$ cat src/rtl/tt_wb_bridge_pkg.sv
// Shared command, EXEC opcode and status-bit encodings for the byte-serial Wishbone bridge.
// Pure declarations: no logic, no latency.
package tt_wb_bridge_pkg;

    localparam logic [2:0] CMD_IDLE = 3'd0;
    localparam logic [2:0] CMD_EXEC = 3'd1;
    localparam logic [2:0] CMD_ADR  = 3'd2;
    localparam logic [2:0] CMD_DO   = 3'd3;
    localparam logic [2:0] CMD_DI   = 3'd4;
    localparam logic [2:0] CMD_STAT = 3'd5;

    localparam logic [2:0] EXE_NOP     = 3'd0;
    localparam logic [2:0] EXE_RESET   = 3'd1;
    localparam logic [2:0] EXE_WBSEL   = 3'd2;
    localparam logic [2:0] EXE_AUTOINC = 3'd3;
    localparam logic [2:0] EXE_DISABLE = 3'd4;
    localparam logic [2:0] EXE_ENABLE  = 3'd5;
    localparam logic [2:0] EXE_READ    = 3'd6;
    localparam logic [2:0] EXE_WRITE   = 3'd7;

    localparam int STAT_BUSY    = 0;
    localparam int STAT_ACK     = 1;
    localparam int STAT_ERR     = 2;
    localparam int STAT_TMO     = 3;
    localparam int STAT_CYC     = 4;
    localparam int STAT_AUTOINC = 5;

    typedef enum logic [1:0] {
        S_IDLE = 2'd0,
        S_BUSY = 2'd1,
        S_DONE = 2'd2
    } state_e;

    // Index width that stays legal (>= 1 bit) for single-entry counters.
    function automatic int idx_width(input int n);
        return (n > 1) ? $clog2(n) : 1;
    endfunction

endpackage

$ cat src/rtl/tt_wb_byte_run.sv
// Byte-run index: 0 on the first cycle of a run, +1 (wrapping at NBYTES) while the command repeats.
// Index and write strobe are combinational for the current cycle; no backpressure.
module tt_wb_byte_run
    import tt_wb_bridge_pkg::*;
#(
    parameter  int NBYTES = 4,
    localparam int IW     = idx_width(NBYTES)
) (
    input  logic          clk,
    input  logic          rst,
    input  logic          match_i,
    input  logic          last_match_i,
    output logic [IW-1:0] idx_o,
    output logic          wr_o
);

    logic [IW-1:0] idx_q;
    logic [IW-1:0] idx_d;

    always_comb begin
        idx_d = '0;
        if (last_match_i && (idx_q != IW'(NBYTES - 1))) begin
            idx_d = idx_q + 1'b1;
        end
    end

    always_ff @(posedge clk) begin
        if (rst) begin
            idx_q <= '0;
        end else if (match_i) begin
            idx_q <= idx_d;
        end
    end

    assign idx_o = idx_d;
    assign wr_o  = match_i;

endmodule

$ cat src/rtl/tt_wb_bridge_v2.sv
// Byte-serial host to Wishbone classic master with status readback, auto-increment and ACK timeout.
// dout_o/valid_o are registered (one cycle after the command); the host cannot be stalled.
module tt_wb_bridge_v2
    import tt_wb_bridge_pkg::*;
#(
    parameter int DATA_WIDTH     = 32,
    parameter int ADDRESS_WIDTH  = 14,
    parameter int ADDRESS_ALIGN  = 2,
    parameter int TIMEOUT_CYCLES = 255
) (
    input  logic                      clk,
    input  logic                      rst,
    input  logic [2:0]                cmd_i,
    input  logic [7:0]                din_i,
    output logic [7:0]                dout_o,
    output logic                      valid_o,
    output logic                      wb_CYC,
    output logic                      wb_STB,
    output logic                      wb_WE,
    output logic [ADDRESS_WIDTH-1:0]  wb_ADR,
    output logic [DATA_WIDTH/8-1:0]   wb_SEL,
    output logic [DATA_WIDTH-1:0]     wb_DAT_MOSI,
    input  logic [DATA_WIDTH-1:0]     wb_DAT_MISO,
    input  logic                      wb_ACK,
    input  logic                      wb_ERR
);

    localparam int SW      = DATA_WIDTH / 8;
    localparam int FULL_AW = ADDRESS_WIDTH + ADDRESS_ALIGN;
    localparam int NDB     = DATA_WIDTH / 8;
    localparam int NAB     = (FULL_AW + 7) / 8;
    localparam int ABW     = NAB * 8;
    localparam int AIW     = idx_width(NAB);
    localparam int DIW     = idx_width(NDB);
    localparam int TW      = idx_width(TIMEOUT_CYCLES);

    logic [FULL_AW-1:0]    adr_q, adr_d;
    logic [DATA_WIDTH-1:0] do_q, do_d;
    logic [DATA_WIDTH-1:0] di_q, di_d;
    logic [SW-1:0]         sel_q, sel_d;
    logic                  cyc_q, cyc_d, stb_q, stb_d, we_q, we_d;
    logic                  autoinc_q, autoinc_d;
    logic                  ack_q, ack_d, err_q, err_d, tmo_q, tmo_d;
    logic                  valid_q, valid_d;
    logic [7:0]            dout_q, dout_d;
    logic [2:0]            op_q, op_d;
    logic [2:0]            prev_cmd_q;
    logic [TW-1:0]         timer_q, timer_d;
    state_e                state_q, state_d;

    logic [AIW-1:0] adr_idx;
    logic [DIW-1:0] do_idx, di_idx;
    logic           adr_wr, do_wr, di_rd;
    logic [ABW-1:0] adr_ext;
    logic [7:0]     status;

    wire  [2:0] exe_op   = din_i[2:0];
    wire        is_exec  = (cmd_i == CMD_EXEC);
    wire        busy     = (state_q == S_BUSY);
    wire        soft_rst = rst || (is_exec && (exe_op == EXE_RESET));
    wire        is_rw    = is_exec && ((exe_op == EXE_READ) || (exe_op == EXE_WRITE));

    tt_wb_byte_run #(.NBYTES(NAB)) u_adr_run (
        .clk          (clk),
        .rst          (soft_rst),
        .match_i      (cmd_i == CMD_ADR),
        .last_match_i (prev_cmd_q == CMD_ADR),
        .idx_o        (adr_idx),
        .wr_o         (adr_wr)
    );

    tt_wb_byte_run #(.NBYTES(NDB)) u_do_run (
        .clk          (clk),
        .rst          (soft_rst),
        .match_i      (cmd_i == CMD_DO),
        .last_match_i (prev_cmd_q == CMD_DO),
        .idx_o        (do_idx),
        .wr_o         (do_wr)
    );

    tt_wb_byte_run #(.NBYTES(NDB)) u_di_run (
        .clk          (clk),
        .rst          (soft_rst),
        .match_i      (cmd_i == CMD_DI),
        .last_match_i (prev_cmd_q == CMD_DI),
        .idx_o        (di_idx),
        .wr_o         (di_rd)
    );

    always_comb begin
        adr_d     = adr_q;
        do_d      = do_q;
        di_d      = di_q;
        sel_d     = sel_q;
        cyc_d     = cyc_q;
        stb_d     = stb_q;
        we_d      = we_q;
        autoinc_d = autoinc_q;
        ack_d     = ack_q;
        err_d     = err_q;
        tmo_d     = tmo_q;
        valid_d   = valid_q;
        op_d      = op_q;
        timer_d   = timer_q;
        state_d   = state_q;
        adr_ext   = ABW'(adr_q);

        status               = '0;
        status[STAT_BUSY]    = busy;
        status[STAT_ACK]     = ack_q;
        status[STAT_ERR]     = err_q;
        status[STAT_TMO]     = tmo_q;
        status[STAT_CYC]     = cyc_q;
        status[STAT_AUTOINC] = autoinc_q;

        if (di_rd) begin
            dout_d = di_q[{di_idx, 3'b000} +: 8];
        end else if (cmd_i == CMD_STAT) begin
            dout_d = status;
        end else begin
            dout_d = di_q[7:0];
        end

        // Register and configuration writes are frozen while a bus cycle is in flight.
        if (!busy) begin
            if (adr_wr) begin
                adr_ext[{adr_idx, 3'b000} +: 8] = din_i;
                adr_d = adr_ext[FULL_AW-1:0];
            end
            if (do_wr) begin
                do_d[{do_idx, 3'b000} +: 8] = din_i;
            end
            if (is_exec) begin
                case (exe_op)
                    EXE_WBSEL:   sel_d     = do_q[SW-1:0];
                    EXE_AUTOINC: autoinc_d = din_i[3];
                    EXE_ENABLE:  cyc_d     = 1'b1;
                    default:     ;
                endcase
            end
        end

        case (state_q)
            S_IDLE: begin
                if (is_rw) begin
                    op_d  = exe_op;
                    ack_d = 1'b0;
                    tmo_d = 1'b0;
                    if (cyc_q) begin
                        stb_d   = 1'b1;
                        we_d    = (exe_op == EXE_WRITE);
                        err_d   = 1'b0;
                        timer_d = '0;
                        state_d = S_BUSY;
                    end else begin
                        err_d   = 1'b1;
                        valid_d = 1'b1;
                        state_d = S_DONE;
                    end
                end
            end
            S_BUSY: begin
                timer_d = timer_q + 1'b1;
                if (wb_ACK) begin
                    stb_d   = 1'b0;
                    we_d    = 1'b0;
                    ack_d   = 1'b1;
                    valid_d = 1'b1;
                    state_d = S_DONE;
                    if (!we_q) begin
                        di_d = wb_DAT_MISO;
                    end
                    if (autoinc_q) begin
                        adr_d = adr_q + FULL_AW'(1 << ADDRESS_ALIGN);
                    end
                end else if (wb_ERR) begin
                    stb_d   = 1'b0;
                    we_d    = 1'b0;
                    err_d   = 1'b1;
                    valid_d = 1'b1;
                    state_d = S_DONE;
                end else if ((TIMEOUT_CYCLES != 0) && (timer_q == TW'(TIMEOUT_CYCLES - 1))) begin
                    stb_d   = 1'b0;
                    we_d    = 1'b0;
                    tmo_d   = 1'b1;
                    valid_d = 1'b1;
                    state_d = S_DONE;
                end
            end
            S_DONE: begin
                // Only a continuously held READ/WRITE keeps the result; a fresh one must pass through S_IDLE.
                if ((cmd_i == CMD_IDLE) ||
                    (is_exec && (prev_cmd_q == CMD_EXEC) && (exe_op == op_q))) begin
                    valid_d = 1'b1;
                end else begin
                    valid_d = 1'b0;
                    state_d = S_IDLE;
                end
            end
            default: state_d = S_IDLE;
        endcase

        if (is_exec && (exe_op == EXE_DISABLE)) begin
            cyc_d   = 1'b0;
            stb_d   = 1'b0;
            we_d    = 1'b0;
            valid_d = 1'b0;
            state_d = S_IDLE;
        end
    end

    always_ff @(posedge clk) begin
        if (soft_rst) begin
            adr_q      <= '0;
            do_q       <= '0;
            di_q       <= '0;
            sel_q      <= '1;
            cyc_q      <= 1'b0;
            stb_q      <= 1'b0;
            we_q       <= 1'b0;
            autoinc_q  <= 1'b0;
            ack_q      <= 1'b0;
            err_q      <= 1'b0;
            tmo_q      <= 1'b0;
            valid_q    <= 1'b0;
            dout_q     <= '0;
            op_q       <= EXE_NOP;
            prev_cmd_q <= CMD_IDLE;
            timer_q    <= '0;
            state_q    <= S_IDLE;
        end else begin
            adr_q      <= adr_d;
            do_q       <= do_d;
            di_q       <= di_d;
            sel_q      <= sel_d;
            cyc_q      <= cyc_d;
            stb_q      <= stb_d;
            we_q       <= we_d;
            autoinc_q  <= autoinc_d;
            ack_q      <= ack_d;
            err_q      <= err_d;
            tmo_q      <= tmo_d;
            valid_q    <= valid_d;
            dout_q     <= dout_d;
            op_q       <= op_d;
            prev_cmd_q <= cmd_i;
            timer_q    <= timer_d;
            state_q    <= state_d;
        end
    end

    assign dout_o      = dout_q;
    assign valid_o     = valid_q;
    assign wb_CYC      = cyc_q;
    assign wb_STB      = stb_q;
    assign wb_WE       = we_q;
    assign wb_ADR      = adr_q[FULL_AW-1:ADDRESS_ALIGN];
    assign wb_SEL      = we_q ? sel_q : '0;
    assign wb_DAT_MOSI = do_q;

endmodule

$ cat config.mk
export PLATFORM = sky130hd
export DESIGN_NAME = tt_wb_bridge_v2
export DESIGN_NICKNAME = d
export VERILOG_FILES = /design/src/rtl/tt_wb_bridge_pkg.sv /design/src/rtl/tt_wb_byte_run.sv /design/src/rtl/tt_wb_bridge_v2.sv
export SDC_FILE = /design/constraint.sdc
export NUM_CORES = 1
export LEC_CHECK = 0
export BUFFER_PORTS_ARGS = -buffer_cell sky130_fd_sc_hd__buf_2
export CAP_MARGIN = 0
export CELL_PAD_IN_SITES_DETAIL_PLACEMENT = 1
export CELL_PAD_IN_SITES_GLOBAL_PLACEMENT = 2
export CORE_ASPECT_RATIO = 1.2
export CORE_MARGIN = 2
export CORE_UTILIZATION = 23
export DETAILED_ROUTE_END_ITERATION = 12
export PLACE_DENSITY_LB_ADDON = 0.2
export SLEW_MARGIN = 20
export SYNTH_ARGS = -nofsm -noshare
export SYNTH_HDL_FRONTEND = slang
export SYNTH_HIERARCHICAL = 1
export SYNTH_SLANG_ARGS = --single-unit
$ cat constraint.sdc
create_clock -name clk -period 2.64 [get_ports clk]
set_clock_uncertainty 0.05 [all_clocks]
set_input_delay 0.132 -clock clk [delete_from_list [all_inputs] [get_ports clk]]
set_output_delay 0.132 -clock clk [all_outputs]
set_load 0.01 [all_outputs]
==> reports/qor.yml <==
outcome:
  outcome: "finished, final reports clean"
timing:
  rsz0062_at_grt: "no"
  drv_slew: 0
  min_period_ns: 2.176
  final-setup-viol-count: 0
  timing.slew.headroom_pct: 57.18
  max_freq_ghz: 0.4595
  layout_setup_ws_ns: 0.4638
  fin_crit_sh_pct: 82.43
  worstMarginPinSlew_ns: 0.6423
  fin_setup_tns_ns: 0
  hold_violations: 0
yosys:
  synth-seq-cells: 119
  ys_types: 60
  synth-edff-count: 0
  yosys.area.top_type: "dfxtp_1"
  netlist_instances: 630
  synth_area_leaders: "dfxtp_1 (44%), a21oi_1 (8.5%), nand2_1 (8.4%)"
  synth_flop_cell: "dfxtp_1"
  synth_top_area_share_pct: 43.91
  yosys_warnings: 6
  synth.cell_area_sq_um: 5425
  async_flop_share_pct: 0
  synth_seq_area_share_pct: 43.91
  syn_nets: 687
  syn_avg_cell_area_sq_um: 8.611
min_path:
  hp-class: "in2reg"
cells_and_area:
  area_delta_synth_final_pct: 33.37
  layout_commonest_cell: "nand2_1"
  most-common-layout-cells: "nand2_1 (121), dfxtp_1 (119), buf_2 (108)"
  nets: 819
  drive_gt1_share_pct: 23.13
global_routing:
  overflow: 0
  antenna_found_initial: 3
  grt_max_degree: 64
  grt_pass1_vias: 5246
  grt.total_usage_pct: 14.98
  grt_first_pass_wirelength_um: 28320
die:
  std_cell_rows: 61
  die_y_um: 172.2
  start_util_pct: 23.38
  core_area_sq_um: 23200
  io_pins: 109
  die-area_sq_um: 24840
  die_x_um: 144.2
placement:
  hpwlAfterDp_um: 12720
  place.gp.congestion: 0.7614
  io_buffers: 108
  preCtsSetupSlack_ns: 0.4744
power:
  p_per_area_nw_per_um2: 625.6
  leakage_nw: 2.767
  peakVddDrop_mv: 0.4307
critical_path:
  worstPathRequired_ns: 2.93
  worstPathCellList: "and3b_1 > nor3b_1 > inv_1 > ha_1 > nor3b_1 > buf_4 > nand3_1 > a21oi_1"
  crit_path_max_incr_delay_ns: 0.37
  startpoint_type: "flop"
  cp_max_fo: 8
  critPathArrivalTime_ns: 2.47
  crit_top_cell: "nor3b_1"
  cp_num_buf_inv: 2
  critPathTopFamily: "simple AND/OR/NAND/NOR gates"
  criticalPathCategory: "reg2reg"
  worst_path_max_delay_cell: "dfxtp_1"
  end_kind: "flop"
clocking:
  cts_max_level: 4
  clk-insertion-delay-late_ns: 0.42
  numCtsBuffers: 17
  cts-root-buf: "clkbuf_16"
  clk_pin_slew_ns: 0.06
  clockBufferDepth: 2
  cts_tree: "built"
  cts_num_sinks: 119
drt:
  first_pass_iters: 4
  drcViolationCount: 0
  wl_per_cell_um: 16.36
  antenna_left: 0
  drt-initial-drc-count: 169
  num_vias: 5044
  via_per_inst: 4.623
  wirelength_um: 17850
run:
  cap_viol_max_count: 0
==> sequential cells by signal, indices dropped and copies added (netlist names), 2 cells and up <==
name and count:
di_q 32, wb_DAT_MOSI 32, adr_q 14, dout_o 8, timer_q 8, sel_q 4, op_q 3, prev_cmd_q 3
state_q 2, u_di_run/idx_q 2, u_do_run/idx_q 2
==> per-stage QoR <==
step	cell area [sq um]	power [mW]	util (%)	std cells	hold WS (ns)
after global placement	6281	2.077	27.07	1025	0.3242
after CTS	7231	4.596	31.16	1089	0.01067
after detailed placement	6281	2.083	27.07	1025	0.3285
final	7236	4.527	31.19	1091	0.02396
after global routing	7231	4.684	31.16	1089	0.02536
after floorplan	5425	1.975	-	630	0.1536
==> synth_stat cells, drive strengths merged (7+ instances only) <==
library cell,number
nand2,121
dfxtp,119
a21oi,93
nand3,46
buf,25
nor2,23
clkbuf,16
mux2i,14
ha,10
inv,10
nor3b,10
o21ai,9
mux4,8
a31oi,7
and3,7
mux2,7
nand2b,7
nor3,7
==> worst register-to-register path: stages (launching register included) <==
cell and delay, ns:
dfxtp_1 0.37, and3b_1 0.24, nor3b_1 0.27, inv_1 0.15
ha_1 0.36, nor3b_1 0.22, buf_4 0.19, nand3_1 0.08
a21oi_1 0.18
==> per-layer routing <==
metal / vias to the layer above / share of wire [%] / GRT usage, %
li1: 2507 / - / -
met4: 2 / 1.9 / 5.867
met1: 2399 / 43 / 17.52
met2: 107 / 51 / 26.67
met3: 29 / 4.1 / 3.157
met5: - / 0.073 / 0
==> power breakdown <==
part / switching [mW] / total (mW) / leakage [nW] / internal (mW)
logic: 0.139 / 0.248 / 1.52 / 0.109
registers: 0.0159 / 1.83 / 0.960 / 1.81
clock network: 0.861 / 2.45 / 0.286 / 1.59
total: 1.02 / 4.53 / 2.77 / 3.51
==> logic make-up after synthesis <==
group	count (synthesis)	share of synthesized area [%]
AND/OR/NAND/NOR	275	25.76
AO/OA/AOI/OAI	139	15.13
flip-flops	119	43.91
buffers and inverters	51	4.405
multiplexers	29	7.357
adder cells (fa/ha/maj)	10	2.306
XOR/XNOR	7	1.130
==> worst paths after layout <==
check / from / endpoint / slack (ns) / cells after the start
hold reg to reg: wb_DAT_MOSI[15] / wb_DAT_MOSI[15] / 0.40 / 2
setup / recovery: prev_cmd_q[0] / wb_DAT_MOSI[23] / 0.46 / 8
hold / removal: wb_ERR / err_q / 0.02 / 3
setup reg to reg: prev_cmd_q[0] / wb_DAT_MOSI[23] / 0.46 / 8
==> cell type report <==
| cell class | instances | area [sq um] |
|---|---|---|
| inverter | 10 | 37.54 |
| antenna | 2 | 5.005 |
| timing repair buffer | 154 | 980.9 |
| sequential | 119 | 2382 |
| clock buffer | 18 | 439.2 |
| fill | 2777 | 15970 |
| tap | 315 | 394.1 |
| multi-input combinational | 460 | 2816 |
| clock inverter | 13 | 180.2 |
==> repair_timing <==
action,in CTS,in global routing
setup buffers,0,0
setup endpoints to repair,0,0
endpoints found under the hold margin,35,0
hold buffers,33,0
resized for setup,0,0
No activity file was read; power rests on OpenSTA's default activity.
